### src/rtl/pie_encoder.sv
// PIE transmit encoder: delimiter, preamble/frame-sync, then PIE data symbols
// shaped into a registered baseband envelope. One-entry holding register
// decouples the command formatter from symbol timing.
module pie_encoder #(
  parameter int unsigned TARI_CYCLES  = 8,
  parameter int unsigned DATA1_CYCLES = 14,
  parameter int unsigned PW_CYCLES    = 4,
  parameter int unsigned DELIM_CYCLES = 6,
  parameter int unsigned TRCAL_CYCLES = 30
) (
  input  logic clk,
  input  logic rst,
  input  logic start,
  input  logic preamble_sel,
  input  logic in_dat,
  input  logic in_vld,
  input  logic in_last,
  output logic in_rdy,
  output logic tx_out,
  output logic busy,
  output logic done,
  output logic underrun
);

  localparam int unsigned RTCAL_CYCLES = TARI_CYCLES + DATA1_CYCLES;
  localparam int unsigned MaxCal = (RTCAL_CYCLES > TRCAL_CYCLES) ? RTCAL_CYCLES : TRCAL_CYCLES;
  localparam int unsigned MaxLen = (MaxCal > DELIM_CYCLES) ? MaxCal : DELIM_CYCLES;
  localparam int unsigned CW     = $clog2(MaxLen) + 1;

  localparam logic [CW-1:0] LenTari  = CW'(TARI_CYCLES);
  localparam logic [CW-1:0] LenData1 = CW'(DATA1_CYCLES);
  localparam logic [CW-1:0] LenRtcal = CW'(RTCAL_CYCLES);
  localparam logic [CW-1:0] LenTrcal = CW'(TRCAL_CYCLES);
  localparam logic [CW-1:0] LenDelim = CW'(DELIM_CYCLES);
  localparam logic [CW-1:0] LenPw    = CW'(PW_CYCLES);

  localparam logic [2:0] StIdle  = 3'd0;
  localparam logic [2:0] StDelim = 3'd1;
  localparam logic [2:0] StSync0 = 3'd2;
  localparam logic [2:0] StRtcal = 3'd3;
  localparam logic [2:0] StTrcal = 3'd4;
  localparam logic [2:0] StData  = 3'd5;

  logic [2:0]    state_q, state_d;
  logic [CW-1:0] cnt_q, cnt_d;
  logic          psel_q, psel_d;
  logic          dbit_q, dbit_d;
  logic          dlast_q, dlast_d;
  logic          hold_vld_q, hold_vld_d;
  logic          hold_bit_q, hold_bit_d;
  logic          hold_last_q, hold_last_d;
  logic          tx_q, tx_d;
  logic          busy_q, busy_d;
  logic          done_q, done_d;
  logic          underrun_q, underrun_d;

  logic [CW-1:0] cur_len, nxt_len;
  logic          last_cyc, fetch, consume;

  function automatic logic [CW-1:0] sym_len(input logic [2:0] st, input logic b);
    case (st)
      StDelim: sym_len = LenDelim;
      StSync0: sym_len = LenTari;
      StRtcal: sym_len = LenRtcal;
      StTrcal: sym_len = LenTrcal;
      StData:  sym_len = b ? LenData1 : LenTari;
      default: sym_len = LenTari;
    endcase
  endfunction

  assign in_rdy   = !hold_vld_q;
  assign tx_out   = tx_q;
  assign busy     = busy_q;
  assign done     = done_q;
  assign underrun = underrun_q;

  // Sequencer: symbol counter, state walk, bit fetch and registered outputs.
  always_comb begin
    state_d    = state_q;
    cnt_d      = cnt_q + 1'b1;
    psel_d     = psel_q;
    dbit_d     = dbit_q;
    dlast_d    = dlast_q;
    done_d     = 1'b0;
    underrun_d = 1'b0;
    consume    = 1'b0;

    cur_len  = sym_len(state_q, dbit_q);
    last_cyc = (cnt_q == cur_len - 1'b1);
    // Fetch points: end of the last calibration symbol, or of a non-final data bit.
    fetch    = last_cyc && (((state_q == StRtcal) && !psel_q) || (state_q == StTrcal) ||
                            ((state_q == StData) && !dlast_q));

    case (state_q)
      StIdle: begin
        cnt_d = '0;
        if (start) begin
          state_d = StDelim;
          psel_d  = preamble_sel;
        end
      end
      StDelim: if (last_cyc) begin state_d = StSync0; cnt_d = '0; end
      StSync0: if (last_cyc) begin state_d = StRtcal; cnt_d = '0; end
      StRtcal: if (last_cyc && psel_q) begin state_d = StTrcal; cnt_d = '0; end
      StData: if (last_cyc && dlast_q) begin
        state_d = StIdle;
        cnt_d   = '0;
        done_d  = 1'b1;
      end
      default: ;
    endcase

    if (fetch) begin
      cnt_d = '0;
      if (hold_vld_q) begin
        state_d = StData;
        dbit_d  = hold_bit_q;
        dlast_d = hold_last_q;
        consume = 1'b1;
      end else begin
        state_d    = StIdle;
        underrun_d = 1'b1;
      end
    end

    nxt_len = sym_len(state_d, dbit_d);
    busy_d  = (state_d != StIdle);
    if (state_d == StIdle)       tx_d = 1'b1;
    else if (state_d == StDelim) tx_d = 1'b0;
    else                         tx_d = (cnt_d < nxt_len - LenPw);
  end

  // Holding register: load only when empty, so load and consume never collide.
  always_comb begin
    hold_vld_d  = hold_vld_q;
    hold_bit_d  = hold_bit_q;
    hold_last_d = hold_last_q;
    if (consume) hold_vld_d = 1'b0;
    if (in_vld && in_rdy) begin
      hold_vld_d  = 1'b1;
      hold_bit_d  = in_dat;
      hold_last_d = in_last;
    end
  end

  // State registers with synchronous reset.
  always_ff @(posedge clk) begin
    if (rst) begin
      state_q     <= StIdle;
      cnt_q       <= '0;
      psel_q      <= 1'b0;
      dbit_q      <= 1'b0;
      dlast_q     <= 1'b0;
      hold_vld_q  <= 1'b0;
      hold_bit_q  <= 1'b0;
      hold_last_q <= 1'b0;
      tx_q        <= 1'b1;
      busy_q      <= 1'b0;
      done_q      <= 1'b0;
      underrun_q  <= 1'b0;
    end else begin
      state_q     <= state_d;
      cnt_q       <= cnt_d;
      psel_q      <= psel_d;
      dbit_q      <= dbit_d;
      dlast_q     <= dlast_d;
      hold_vld_q  <= hold_vld_d;
      hold_bit_q  <= hold_bit_d;
      hold_last_q <= hold_last_d;
      tx_q        <= tx_d;
      busy_q      <= busy_d;
      done_q      <= done_d;
      underrun_q  <= underrun_d;
    end
  end

endmodule
### config.mk
export PLATFORM = sky130hd
export DESIGN_NAME = pie_encoder
export DESIGN_NICKNAME = d
export VERILOG_FILES = /design/src/rtl/pie_encoder.sv
export SDC_FILE = /design/constraint.sdc
export NUM_CORES = 1
export LEC_CHECK = 0
export ABC_AREA = 1
export BUFFER_PORTS_ARGS = -buffer_cell sky130_fd_sc_hd__buf_2
export CORE_UTILIZATION = 40
export CTS_BUF_LIST = sky130_fd_sc_hd__clkbuf_4 sky130_fd_sc_hd__clkbuf_8
export DETAILED_ROUTE_END_ITERATION = 8
export SETUP_SLACK_MARGIN = 0.02
export SLEW_MARGIN = 25
export SYNTH_ARGS = -nofsm -noshare
export SYNTH_HDL_FRONTEND = slang
export SYNTH_SLANG_ARGS = --single-unit
### constraint.sdc
create_clock -name clk -period 4.18 [get_ports clk]
set_input_delay 0.836 -clock clk [delete_from_list [all_inputs] [get_ports clk]]
set_output_delay 0.836 -clock clk [all_outputs]
set_load 0.05 [all_outputs]
== Word-level counts from Yosys, hierarchy flattened ==
Cells that the tools add are included.
Word-level totals
  register bits: 19
  input bits: 7
  output and inout bits: 5
  logic and storage cells: 75
Cells by class
  $add $sub $neg: 3
  $lt $le $gt $ge: 1
  eq/ne operators: 10
  mux-type cells: 26
  bitwise logic cells: 2
  reduce and logical (&&, ||, !) cells: 21
Operator list (number)
  one-hot mux 5 bit (4 select lines): 2
  2-to-1 mux 3 bit: 9
  2-to-1 mux 6 bit: 4
  one-hot mux 6 bit (4 select lines): 1
  one-hot mux 3 bit (5 select lines): 1
  equality test 3 bit (second input constant): 4
  equality test 3 x 2 -> 1 bit (second input constant): 3
  2-to-1 mux 1 bit: 9
  OR reduction 2 bit: 4
  adder 6 x 1 -> 6 bit (second input constant): 1
  equality test 3 x 1 -> 1 bit (second input constant): 2
  equality test 6 bit: 1
  logical AND 1 bit: 6
  zero test 3 bit: 2
  < comparator 6 bit: 1
  subtractor 6 x 1 -> 6 bit (second input constant): 1
  subtractor 6 x 3 -> 6 bit (second input constant): 1
  AND reduction 2 bit: 2
  zero test 1 bit: 3
  nonzero test 3 bit: 1
  logical OR 1 bit: 2
  inverter 1 bit: 2
  nonzero test 2 bit: 1

== Longest topological paths before layout ==
Gate-level depths: netlist of the first run.
  depth in word-level cells: 13
  depth in mapped cells: 28
  mapped depth without buffers: 28

== Worst setup path before layout of the first run ==
Ideal clock, no wire load.
  path type: reg-to-reg
  from: reg state_q[2]
  to: reg tx_q, in the netlist tx_out
  library setup time: 0.118 ns
  data arrival time: 2.682 ns
  required time: 4.062 ns
  setup slack: 1.380 ns
  stages on the path, launching flop included: 25
  path buffers: 0
  clock period less this slack: 2.800 ns
  path through: dfxtp_1 inv_2 nand2_1 inv_1 a21oi_1 ha_1 nand2_1 nand2_1 nor2_1 nand2_1 inv_2 nand3_2 nand2_2 nand2_2 nor2_2 nor2_2 nor2_4 nand2_1 and2_1 ha_1 nand2_1 o211ai_1 inv_1 nand2_1 nand2_1
On the way
  word-level cells in the longest chain between the ends: 13
  elaborated cells between the ends (all ways): 41
  classes of those cells: 2 x add/sub; 1 x order compare; 10 x eq/ne; 17 x mux; 11 x reduce/logical
Ends and longest elaborated chain
  start, declared: RTL line 44  | logic [2:0] state_q, state_d;
  start signal, assigned: RTL line 149  | state_q <= StIdle;
  start signal, assigned: RTL line 162  | state_q <= state_d;
  equality test 3 bit, or another cell as far along: RTL line 61, 92, 94
  one-hot mux 5 bit (4 select lines): RTL line 61  | case (st)
  subtractor 6 x 1 -> 6 bit: RTL line 89  | last_cyc = (cnt_q == cur_len - 1'b1);
  equality test 6 bit: RTL line 89
  logical AND 1 bit (on tied branches): RTL line 105, 104
  2-to-1 mux 3 bit (on tied branches): RTL line 105, 104
  one-hot mux 3 bit (5 select lines): RTL line 94  | case (state_q)
  2-to-1 mux 3 bit: RTL line 113  | if (fetch) begin
  equality test 3 bit, or another cell as far along: RTL line 61
  one-hot mux 5 bit (4 select lines): RTL line 61
  subtractor 6 x 3 -> 6 bit: RTL line 130  | else tx_d = (cnt_d < nxt_len - LenPw);
  < comparator 6 bit: RTL line 130
  2-to-1 mux 1 bit: RTL line 129  | else if (state_d == StDelim) tx_d = 1'b0;
  end signal, assigned: RTL line 170  | tx_q <= tx_d;
  end, declared: RTL line 52  | logic tx_q, tx_d;
Several ways; a longest one is shown, not always the timed one.
A chain may end at the register's enable or synchronous reset.

== Worst setup path after layout of the first run ==
Ends and elaborated chain as after synthesis.

==> flow_summary.yaml, run 1 <==
status:
  status: "finished, final reports clean"
sta:
  max_freq_ghz: 0.314
  fin_worst_skew_ps: 8.56
  slew_violations: 0
  post-route-period-util: 0.762
  finalCriticalPeriod_ps: 3180
  hold_violations: 0
  finalSetupViolCount: 0
  fin_setup_tns_ps: 0
  rsz0062_at_grt: "false"
yosys:
  ys_top_cells_by_area: "dfxtp_1, nand2_1, inv_1, nor2_1, ha_1"
  ys_seq_elements: 19
  synthDominantCellAreaShare: 0.307
  synth.largest_area_cell: "dfxtp_1"
  syn_area_um2: 1240
  syn_area_per_cell_um2: 6.81
  ys_seq_area_frac: 0.307
  netlist-cell-type-count: 30
  syn_nets: 195
  synth_cells: 182
  ys_warn_count: 0
setup_path:
  worstPathMaxFanout: 8
  rr_endpoint: "tx_out"
  worstPathRequired_ps: 4380
  cp.arrival_ps: 3390
  rr_startpoint: "state_q[2]"
  criticalPathCategory: "reg2reg"
  reg2reg_slack_ps: 1000
  startpoint_type: "register"
  cp-end-kind: "register"
  worst_r2r_path_depth: 22
placed_design:
  post-place-cells: 223
  port_buffers: 11
  dp_hpwl_mm: 2.04
  gp_congestion: 0.940
layout:
  final_cells: 227
  regArea_um2: 380
  fill_cells: 313
  area_growth_pct: 9.69
  multiInputGateArea_um2: 739
  drive_gt1_frac: 0.179
  mostFrequentLayoutCell: "nand2_1"
  finish.net_count: 210
  antenna_cells: 0
  layout_common_cells: "nand2_1, inv_1, nor2_1"
cts:
  clk_latency_ps: 300
  post_cts_buffers: 0
  ctsHoldBuffers: 0
  cts_buffer_depth: 2
  clk_pin_slew_ps: 110
  cts_resized: 0
  cts_htree_levels: 1
  cts_buffers: 3
  root_buffer: "clkbuf_4"
  clkSinkCount: 19
  cts_tree: "done"
grt:
  grt_max_degree: 15
  antenna_found_initial: 0
  grt_pass1_wl_mm: 4.39
  grt_remaining_overflow: 0
  track_usage: 0.172
  grt_pass1_vias: 1034
floorplanning:
  dieArea_um2: 3330
  dieHeight_um: 57.7
  io_pins: 12
  fp-row-count: 19
  start_util: 0.435
  die-width_um: 57.7
  coreArea_um2: 2850
routing:
  routed_wl_mm: 2.54
  wl_per_cell_um: 11.2
  viasPerCell: 5.03
  drt_iter0_drc: 41
  drc: 0
  vias: 1142
  ant_nets: 0
  dr.pass1.iters: 4
power:
  power_leakage_uw: 0.000678
  p_total_uw: 353
  ir_drop_uv: 171
  pwr_density_cell_nw_per_um2: 260
min_path:
  hp-start: "hold_last_q"
  min_to: "hold_last_q"
  hold_class: "reg2reg"
  hold_depth: 2
job:
  drv_cap: 0
## cell usage after synthesis
cell type / count
conb_1: 1
clkbuf_1: 1
a21oi_1: 6
nand3_1: 11
inv_2: 2
nor3_1: 3
dfxtp_1: 19
o21ai_0: 9
nor2_1: 21
nand3_4: 1
nor4_1: 1
inv_1: 29
a21oi_4: 1
nor2_4: 2
nand2_1: 38
or2_1: 1
xor2_1: 3
nand2_2: 5
nand3b_1: 1
ha_1: 6
nand3_2: 3
nand4_1: 6
nor2_2: 3
and2_1: 1
a31oi_1: 1
o211ai_1: 2
o21ai_1: 1
nor2_8: 1
xnor2_1: 1
or2_2: 2
## state kept, by name, summed over array words and instances, names as in the netlist
signal and flops:
cnt_q 6, hold_vld_q 1, hold_bit_q 1, psel_q 1, tx_out 1, state_q 3
hold_last_q 1, done 1, dlast_q 1, underrun 1, busy 1, dbit_q 1
## power by group
group          total (uW)  internal, uW  switching, uW
registers             192           187           4.85
logic                60.7          20.0           40.7
clock network         100          43.7           56.4
total                 353           251            102
## cell type report
cell class / instances / area share
repair buffers: 11 / 0.0405
multi-input cells: 131 / 0.544
flip-flops and latches: 19 / 0.280
inverters: 31 / 0.0856
clock buffers: 4 / 0.0221
well taps: 31 / 0.0285
## how the worst max path moves through the flow
stage / from / to / cells past startpoint
2_1_floorplan: state_q[2] / tx_out / 24
3_3_place_gp: state_q[0] / tx_out / 24
3_5_place_dp: state_q[2] / tx_out / 24
4_1_cts: state_q[2] / tx_out / 24
5_1_grt: state_q[2] / tx_out / 25
6_report: state_q[2] / tx_out / 22
## logic make-up after synthesis
logic type      after synthesis  synth area share
simple gates                100             0.410
buf+inv                      32            0.0969
compound gates               20            0.0949
flops                        19             0.307
fa+ha+maj                     6            0.0605
xor+xnor                      4            0.0283
other cells                   1           0.00302
## through the flow
stage	cell area (um2)	utilization	worst slack [ps]	hold slack [ps]
after floorplan	1240	-	1380	448
after CTS	1360	0.477	1000	490
after detailed placement	1330	0.466	1030	466
after global placement	1330	0.466	1080	464
after global routing	1360	0.477	676	529
final	1360	0.477	996	483
## layer usage
layer | track usage | vias to the layer above | share of wire
met4 | 0.0816 | 0 | 0.018
met1 | 0.233 | 505 | 0.50
met2 | 0.279 | 23 | 0.45
li1 | - | 609 | -
met5 | 0 | - | 0
met3 | 0.0134 | 5 | 0.035
## worst max-delay path, stage by stage, from the launching register on
cell and delay (ps):
dfxtp_1 390, inv_2 110, nand2_1 180, inv_1 90, a21oi_1 140, ha_1 260, nand2_1 80, nand2_1 50
nor2_1 110, nand2_1 80, inv_2 150, nand3_1 100, nand3_1 100, nor2_2 50, nor2_2 180, nand4_1 180
and2_1 190, ha_1 270, nand2_1 70, o211ai_1 170, inv_1 50, nand2_1 60, nand2_1 40
Note: power is estimated with default switching activity, not from simulation.
==> run 2: changes to the inputs <==
clock period = 2.7 ns   (was 4.18 ns; I/O delays follow)
==> flow_summary.yaml, run 2 (synthesis results as in run 1) <==
status:
  status: "complete, but fails checks"
  violations: "negative setup slack"
layout:
  drive_gt1_frac: 0.372
  mostFrequentLayoutCell: "nand2_1"
  largest-register: "cnt_q"
  reg_top3: "cnt_q: 6 flops, state_q: 3 flops"
  area_growth_pct: 35.7
  layout_common_cells: "nand2_1, buf_4, inv_1"
  antenna_cells: 0
  largest_reg_flops: 6
  finish.net_count: 237
  final_cells: 254
routing:
  drt_iter0_drc: 35
  drc: 0
  wl_per_cell_um: 12.1
  viasPerCell: 5.03
  vias: 1278
  routed_wl_mm: 3.07
  dr.pass1.iters: 4
  ant_nets: 0
power:
  power_leakage_uw: 0.000818
  p_switching_uw: 177
  pwr_density_cell_nw_per_um2: 340
  power_frac_comb: 0.220
  power.share.clock: 0.258
  swShare: 0.309
  p_total_uw: 572
  ir_drop_uv: 348
  p_int_uw: 395
  seqPwrFrac: 0.522
cts:
  cts_tree: "done"
  clk_latency_ps: 300
  ctsHoldBuffers: 0
  clk_pin_slew_ps: 110
  root_buffer: "clkbuf_4"
  cts_htree_levels: 1
  clkSinkCount: 19
  cts_buffer_depth: 2
  cts_buffers: 3
sta:
  setup_ws_ps: -212
  post-route-period-util: 1.08
  max_freq_ghz: 0.343
  finalSetupViolCount: 1
  fin_worst_skew_ps: 2.07
  rsz0062_at_grt: "true"
  finalCriticalPeriod_ps: 2910
  slew_violations: 0
  hold_violations: 0
grt:
  grt_pass1_wl_mm: 4.82
  grt_pass1_vias: 1206
  grt_max_degree: 15
  antenna_found_initial: 0
  grt_remaining_overflow: 0
  track_usage: 0.185
min_path:
  min_to: "hold_last_q"
  hold_depth: 3
  hold_class: "in2reg"
  hp-start: "in_last"
setup_path:
  cp-end-kind: "register"
  rr_endpoint: "tx_out"
  crit_start: "state_q[2]"
  startpoint_type: "register"
  criticalPathCategory: "reg2reg"
  cp.arrival_ps: 3120
  rr_startpoint: "state_q[2]"
  reg2reg_slack_ps: -210
  worstPathMaxFanout: 8
  worstPathRequired_ps: 2900
  worst_r2r_path_depth: 24
placed_design:
  gp_congestion: 0.881
  dp_hpwl_mm: 2.20
  post-place-cells: 244
  port_buffers: 11
floorplanning:
  io_pins: 12
  coreArea_um2: 2850
  dieHeight_um: 57.7
  dieArea_um2: 3330
  start_util: 0.435
  fp-row-count: 19
  die-width_um: 57.7
job:
  drv_cap: 0
-- run 2: cell types whose count changed in the layout (fill, tap and decap cells not counted), sizes merged --
cell,delta
buf,+27
clkbuf,-1
clkinv,+1
-- run 2: how the worst max path moves through the flow --
stage / cells past startpoint / slack (ps) / endpoint
global route: 24 / -400 / tx_out
finish: 24 / -210 / tx_out
detailed placement: 24 / -190 / tx_out
CTS: 26 / -130 / tx_out
global placement: 24 / -150 / tx_out
floorplan: 24 / 20 / tx_out
-- run 2: layer usage --
layer / global-route usage / routed length (um) / vias to the layer above
met3: 0.0357 / 146 / 6
met5: 0 / 0 / -
met4: 0.0646 / 40 / 0
li1: - / - / 667
met2: 0.329 / 1540 / 36
met1: 0.223 / 1350 / 569
-- run 2: final cells by class --
| type | count | area, um2 |
|---|---|---|
| repair buffers | 38 | 258 |
| clock inverters | 1 | 5.00 |
| well taps | 31 | 38.8 |
| flip-flops and latches | 19 | 385 |
| multi-input cells | 131 | 850 |
| fillers | 280 | 1170 |
| clock buffers | 3 | 22.5 |
| inverters | 31 | 124 |
-- run 2: worst max-delay path: stages (launching register included) --
cell and delay (ps):
dfxtp_2 370, inv_4 50, nor2_4 110, a21oi_2 60, ha_2 320, inv_2 30, nand2_2 40, nand2_1 40
nor2_1 90, nand2_1 100, inv_4 150, nand3_4 110, nand2_4 100, nand2_4 70, nor2_4 120, nor2_4 60
nor2_4 130, nand2_2 70, and2_4 160, ha_4 260, nand2_4 50, o211ai_1 170, inv_1 50, nand2_1 50
nand2_1 40
-- run 2: power groups by stage --
stage	sequential, uW	combinational (uW)	clock (uW)
2_1_floorplan	312	66.6	0
3_3_place_gp	304	107	0
3_5_place_dp	304	110	0
4_1_cts	297	111	150
5_1_grt	300	139	162
6_report	298	126	148
-- run 2: repair_timing --
item / CTS / global route
setup endpoints to repair: 1 / 1
endpoints found under the hold margin: 0 / 0
gates resized for setup: 4 / 25
gates cloned: 0 / 0
pin swaps: 8 / 24
buffers inserted: 1 / 5
-- run 2: metrics by stage --
| stage | worst slack, ps | TNS (ps) | hold WS (ps) | instance area [um2] | util |
|---|---|---|---|---|---|
| 2_1_floorplan | 19.7 | 0 | 448 | 1260 | - |
| 3_3_place_gp | -153 | -153 | 465 | 1510 | 0.528 |
| 3_5_place_dp | -188 | -188 | 477 | 1510 | 0.528 |
| 4_1_cts | -133 | -133 | 478 | 1550 | 0.543 |
| 5_1_grt | -400 | -400 | 477 | 1680 | 0.590 |
| 6_report | -212 | -212 | 479 | 1680 | 0.590 |
